<file path="config.mk">
export PLATFORM = sky130hd
export DESIGN_NAME = axi_riscv_lrsc_resv_table
export DESIGN_NICKNAME = d
export VERILOG_FILES = /design/src/rtl/axi_riscv_lrsc_resv_table.sv
export SDC_FILE = /design/constraint.sdc
export NUM_CORES = 2
export LEC_CHECK = 0
export CAP_MARGIN = 0
export CORE_AREA = 2 2 222 443
export CTS_CLUSTER_SIZE = 24
export DETAILED_ROUTE_END_ITERATION = 6
export DIE_AREA = 0 0 224 445
export GPL_ROUTABILITY_DRIVEN = 0
export PLACE_DENSITY = 0.48
export SLEW_MARGIN = 10
export SYNTH_ARGS = -nofsm -noshare
export SYNTH_HDL_FRONTEND = slang
export SYNTH_SLANG_ARGS = --single-unit
</file>
<file path="constraint.sdc">
create_clock -name clk_i -period 11.9 [get_ports clk_i]
set_input_delay 1.785 -clock clk_i [delete_from_list [all_inputs] [get_ports clk_i]]
set_output_delay 1.785 -clock clk_i [all_outputs]
set_load 0.005 [all_outputs]
</file>
<file path="src/rtl/axi_riscv_lrsc_resv_table.sv">
// Reservation table for the RISC-V LR/SC AXI adapter: one reservation per AXI ID,
// invalidated by overlapping writes and successful SCs, with a registered SC verdict.
module axi_riscv_lrsc_resv_table #(
  parameter int unsigned       ADDR_W     = 64,
  parameter int unsigned       ID_W       = 4,
  parameter int unsigned       NUM_RES    = 4,
  parameter int unsigned       GRAN_LOG2  = 3,
  parameter logic [ADDR_W-1:0] ADDR_BEGIN = '0,
  parameter logic [ADDR_W-1:0] ADDR_END   = '0
) (
  input  logic                         clk_i,
  input  logic                         rst_i,
  input  logic                         lr_valid_i,
  output logic                         lr_ready_o,
  input  logic [ID_W-1:0]              lr_id_i,
  input  logic [ADDR_W-1:0]            lr_addr_i,
  input  logic                         sc_valid_i,
  output logic                         sc_ready_o,
  input  logic [ID_W-1:0]              sc_id_i,
  input  logic [ADDR_W-1:0]            sc_addr_i,
  output logic                         sc_resp_valid_o,
  input  logic                         sc_resp_ready_i,
  output logic                         sc_resp_ok_o,
  input  logic                         wr_valid_i,
  output logic                         wr_ready_o,
  input  logic [ADDR_W-1:0]            wr_addr_i,
  input  logic [7:0]                   wr_len_i,
  input  logic [2:0]                   wr_size_i,
  output logic [$clog2(NUM_RES+1)-1:0] num_res_o
);
  localparam int unsigned GW = ADDR_W - GRAN_LOG2;
  localparam int unsigned RW = (NUM_RES > 1) ? $clog2(NUM_RES) : 1;
  localparam int unsigned CW = $clog2(NUM_RES + 1);
  localparam int unsigned SW = ADDR_W + 16;
  localparam logic [RW-1:0] LAST_RANK = RW'(NUM_RES - 1);
  localparam logic [RW-1:0] ONE_R = RW'(1);
  localparam logic [CW-1:0] ONE_C = CW'(1);

  logic [NUM_RES-1:0] valid_q, valid_d;
  logic [ID_W-1:0]    id_q   [NUM_RES];
  logic [ID_W-1:0]    id_d   [NUM_RES];
  logic [GW-1:0]      gran_q [NUM_RES];
  logic [GW-1:0]      gran_d [NUM_RES];
  logic [RW-1:0]      rank_q [NUM_RES];
  logic [RW-1:0]      rank_d [NUM_RES];
  logic               resp_valid_q, resp_ok_q;
  logic [CW-1:0]      num_q, num_d;

  logic               sc_accept, sc_ok;
  logic [SW-1:0]      wr_bytes, wr_last, wr_last_g;
  logic [GW-1:0]      wr_gran_lo, wr_gran_hi, sc_gran, lr_gran;

  function automatic logic in_range(input logic [ADDR_W-1:0] a);
    logic [ADDR_W:0] lo_diff;
    logic [ADDR_W:0] hi_diff;
    lo_diff = {1'b0, a} - {1'b0, ADDR_BEGIN};
    hi_diff = {1'b0, ADDR_END} - {1'b0, a};
    return !lo_diff[ADDR_W] && !hi_diff[ADDR_W];
  endfunction

  assign lr_ready_o      = 1'b1;
  assign wr_ready_o      = 1'b1;
  assign sc_ready_o      = !resp_valid_q || sc_resp_ready_i;
  assign sc_accept       = sc_valid_i && sc_ready_o;
  assign sc_resp_valid_o = resp_valid_q;
  assign sc_resp_ok_o    = resp_ok_q;
  assign num_res_o       = num_q;
  assign sc_gran         = sc_addr_i[ADDR_W-1:GRAN_LOG2];
  assign lr_gran         = lr_addr_i[ADDR_W-1:GRAN_LOG2];

  // Write span end is computed wide and saturated rather than wrapped.
  assign wr_bytes   = {{(SW-9){1'b0}}, {1'b0, wr_len_i} + 9'd1} << wr_size_i;
  assign wr_last    = {16'h0, wr_addr_i} + wr_bytes - SW'(1);
  assign wr_last_g  = wr_last >> GRAN_LOG2;
  assign wr_gran_lo = wr_addr_i[ADDR_W-1:GRAN_LOG2];
  assign wr_gran_hi = (|wr_last_g[SW-1:GW]) ? '1 : wr_last_g[GW-1:0];

  always_comb begin
    logic [NUM_RES-1:0] v_wr;
    logic [NUM_RES-1:0] v_sc;
    logic [RW-1:0]      crank [NUM_RES];
    logic [CW-1:0]      live;
    logic [CW-1:0]      touch_rank;
    logic               sc_hit, lr_hit, lr_free;
    logic [RW-1:0]      hit_idx, free_idx, old_idx, tgt_idx;

    v_wr = valid_q;
    for (int i = 0; i < NUM_RES; i++)
      if (wr_valid_i && gran_q[i] >= wr_gran_lo && gran_q[i] <= wr_gran_hi)
        v_wr[i] = 1'b0;

    sc_hit = 1'b0;
    for (int i = 0; i < NUM_RES; i++)
      if (v_wr[i] && id_q[i] == sc_id_i && gran_q[i] == sc_gran)
        sc_hit = 1'b1;
    sc_ok = sc_hit && in_range(sc_addr_i);

    v_sc = v_wr;
    if (sc_accept)
      for (int i = 0; i < NUM_RES; i++)
        if (id_q[i] == sc_id_i || (sc_ok && gran_q[i] == sc_gran))
          v_sc[i] = 1'b0;

    // Re-rank surviving entries densely so freed slots leave no gaps.
    live = '0;
    for (int i = 0; i < NUM_RES; i++) begin
      crank[i] = '0;
      for (int j = 0; j < NUM_RES; j++)
        if (v_sc[j] && rank_q[j] < rank_q[i])
          crank[i] = crank[i] + ONE_R;
      if (v_sc[i])
        live = live + ONE_C;
    end

    lr_hit   = 1'b0;
    lr_free  = 1'b0;
    hit_idx  = '0;
    free_idx = '0;
    old_idx  = '0;
    for (int i = NUM_RES - 1; i >= 0; i--) begin
      if (v_sc[i] && id_q[i] == lr_id_i) begin
        lr_hit  = 1'b1;
        hit_idx = RW'(i);
      end
      if (!v_sc[i]) begin
        lr_free  = 1'b1;
        free_idx = RW'(i);
      end
      if (v_sc[i] && crank[i] == LAST_RANK)
        old_idx = RW'(i);
    end

    if (lr_hit) begin
      tgt_idx    = hit_idx;
      touch_rank = CW'(crank[hit_idx]);
    end else if (lr_free) begin
      tgt_idx    = free_idx;
      touch_rank = live;
    end else begin
      tgt_idx    = old_idx;
      touch_rank = CW'(LAST_RANK);
    end

    valid_d = v_sc;
    id_d    = id_q;
    gran_d  = gran_q;
    for (int i = 0; i < NUM_RES; i++)
      rank_d[i] = crank[i];
    if (lr_valid_i && in_range(lr_addr_i)) begin
      for (int i = 0; i < NUM_RES; i++) begin
        if (RW'(i) == tgt_idx) begin
          valid_d[i] = 1'b1;
          id_d[i]    = lr_id_i;
          gran_d[i]  = lr_gran;
          rank_d[i]  = '0;
        end else if (v_sc[i] && CW'(crank[i]) < touch_rank) begin
          rank_d[i] = crank[i] + ONE_R;
        end
      end
    end

    num_d = '0;
    for (int i = 0; i < NUM_RES; i++)
      if (valid_d[i])
        num_d = num_d + ONE_C;
  end

  always_ff @(posedge clk_i) begin
    if (rst_i) begin
      valid_q      <= '0;
      resp_valid_q <= 1'b0;
      resp_ok_q    <= 1'b0;
      num_q        <= '0;
      for (int i = 0; i < NUM_RES; i++) begin
        id_q[i]   <= '0;
        gran_q[i] <= '0;
        rank_q[i] <= '0;
      end
    end else begin
      valid_q <= valid_d;
      id_q    <= id_d;
      gran_q  <= gran_d;
      rank_q  <= rank_d;
      num_q   <= num_d;
      if (sc_accept) begin
        resp_valid_q <= 1'b1;
        resp_ok_q    <= sc_ok;
      end else if (sc_resp_ready_i) begin
        resp_valid_q <= 1'b0;
      end
    end
  end
endmodule

</file>
==> out/results.tsv <==
metric	value	unit
worst_slack	-80.96	ps
p_total	3.078	mW
cp-start-kind	input port	
num_rows	161	
drc_errors	0	
cpMaxStageDelayCell	a31oi_4	
syn-instance-count	3450	
grt_max_degree	57	
wl_met2	71.38	mm
ys_types	101	
utilization	39.83	%
min_period_over_period	100.7	%
synthArstFlopShare	0	%
antenna_found_initial	10	
drive_gt1_share	19.54	%
p_leak	18.10	nW
clockBufferDepth	3	
die_w	224	µm
m1WireLength	46.06	mm
rsz0062_at_grt	yes	
grt_pass1_wl	204.4	mm
critical_path.most_common_cell	a21oi_2	
finalSetupViolations	1	
clkSinkCount	277	
cp.arrival	12580	ps
synth_ff_type	dfxtp_1	
grt_use_total	28.72	%
postRouteAntennaNets	0	
slew_headroom	7.988	%
topRoutingLayerUsed	met5	
drtIter0Drc	1966	
start_util	29.89	%
clkLatencyLatePin	670	ps
fp.dieH	445	µm
hold_viol	0	
violations	setup timing	
synth_edf_count	0	
hold_path_class	flop to flop	
fin_crit	11980	ps
timing.critical_path.buf_inv	7	
cts_made_buffers	31	
grt_overflow	0	
routed_via_density	5.483	
p_per_area	80.42	nW/µm²
yosysWarningCount	0	
first_global_vias	30100	
drv_slew	0	
cts_root_buf	clkbuf_16	
pin_count	225	
yosys-top-cells-area	ha_1 (26%), dfxtp_1 (19%), xor2_1 (5.7%), and2_1 (5.7%), a21oi_1 (4.0%)	
crit_family	compound AO/OA/AOI/OAI gates	
dr.pass1.iters	6	
portBuffers	222	
synth_area	28720	µm²
critPathKind	input port to flop	
synth.largest_area_cell	ha_1	
multiInputGateArea	22950	µm²
num-fill-cells	9747	
fp.dieArea	99680	µm²
totalWireLength	145.5	mm
outcome	finished, violations left	
area_growth	33.26	%
wl_met3	9.218	mm
critPathMaxStageDelay	450	ps
synth_top_area_share	26.01	%
dp_hpwl	122.8	mm
ys_seq_area_share	19.31	%
fin_skew	30.68	ps
layout_commonest_cell	ha_1	
finalSetupTns	-80.96	ps
cts.clk_slew.worst_paths	70	ps
layout.nets	4956	
ys_ff_latch	277	
place_inst	5304	
vias	29570	
htree_levels	1	
critPathRequiredTime	12500	ps
vdd_drop_max	0.1057	mV
drv_cap	0	
cts_tree	built	
end_kind	flop	
seqCellArea	5545	µm²
coreArea	96090	µm²
place_ws	-2320	ps
finalNonFillerCells	5393	
detail_route.wl_per_cell	26.98	µm
worst_slew_pin_slew	1368	ps
fmax	83.47	MHz
final_cell_mix	ha_1 (575), buf_4 (543), dfxtp_1 (277)	
synth_area_per_cell	8.325	µm²
worstPathMaxFanout	6	
-- final cells by class --
class / count / area share [%]
antenna: 6 / 0.03923
timing repair buffer: 781 / 17.14
tap: 1222 / 3.995
clock buffer: 39 / 2.236
inverter: 168 / 1.648
clock inverter: 17 / 0.4936
sequential: 277 / 14.49
multi-input combinational: 2883 / 59.96
-- metal layers --
metal | track usage [%] | vias to the layer above
met2 | 51.38 | 1103
met5 | 0 | -
met1 | 25.74 | 13830
met4 | 30.16 | 4
li1 | - | 14090
met3 | 6.216 | 540
-- flip-flops by register name (all words and copies together), names as in the netlist --
register and count:
gran_q 244, id_q 16, rank_q 8, valid_q 4, num_res_o 3, sc_resp_ok_o 1
sc_resp_valid_o 1
-- per-stage QoR --
step                hold WS (ps)  area [µm²]
detailed placement         495.6       36230
global route               528.0       38260
global placement           491.1       36230
CTS                        507.9       37840
finish                     507.3       38270
floorplan                  466.5       28890
-- path summary, 6_finish.rpt --
path / start / depth (start not counted) / endpoint / slack (ps)
max: wr_len_i[1] / 59 / num_res_o[2]$_SDFF_PP0_ / -80
min: gran_q[61]$_SDFFE_PP0P_ / 1 / gran_q[61]$_SDFFE_PP0P_ / 510
max reg2reg: gran_q[222]$_SDFFE_PP0P_ / 30 / num_res_o[2]$_SDFF_PP0_ / 3650
min reg2reg: gran_q[61]$_SDFFE_PP0P_ / 1 / gran_q[61]$_SDFFE_PP0P_ / 510
-- where the power goes --
group	internal, mW	total (mW)	switching (mW)
combinational	0.502	1.10	0.600
clock	0.575	1.05	0.474
sequential	0.927	0.927	0.000120
total	2.00	3.08	1.07
-- worst register-to-register path, delay by kind of cell (launching register included) --
kind | cells | cell delay, ps
compound gates | 10 | 2210
xor+xnor | 1 | 170
fa+ha+maj | 4 | 1000
buf+inv | 2 | 310
flops | 1 | 450
simple gates | 13 | 4040
-- kinds of logic after synthesis --
logic type	count (synthesis)	share of synthesized area (%)
multiplexers	35	1.242
flip-flops	277	19.31
AO/OA/AOI/OAI	744	16.85
other	1	0.01306
buffers and inverters	291	3.995
adder cells (fa/ha/maj)	597	26.01
AND/OR/NAND/NOR	1193	23.08
XOR/XNOR	312	9.514
-- Yosys cell counts (13+ instances only) --
cell	number
and2_1	263
a21o_1	69
o21a_1	37
nand4_1	149
a2111oi_0	13
dfxtp_1	277
nor3_1	73
or3_1	24
and4_1	22
a21oi_1	232
clkbuf_1	101
o211ai_1	24
nand2_1	170
and3_1	26
inv_1	167
nor4_1	112
xnor2_1	124
nor2_1	179
o21ai_0	157
a211oi_1	40
nand3_1	69
nor2b_1	28
ha_1	597
mux2i_1	30
nand2b_1	28
a31oi_1	28
xor2_1	188
-- timing repair --
action,in CTS,in global routing
setup endpoints to repair,275,273
resized for setup,127,72
pin swaps,65,52
setup buffers,21,7
hold buffers,0,0
cloned,0,0
(Power assumes the default switching activity.)
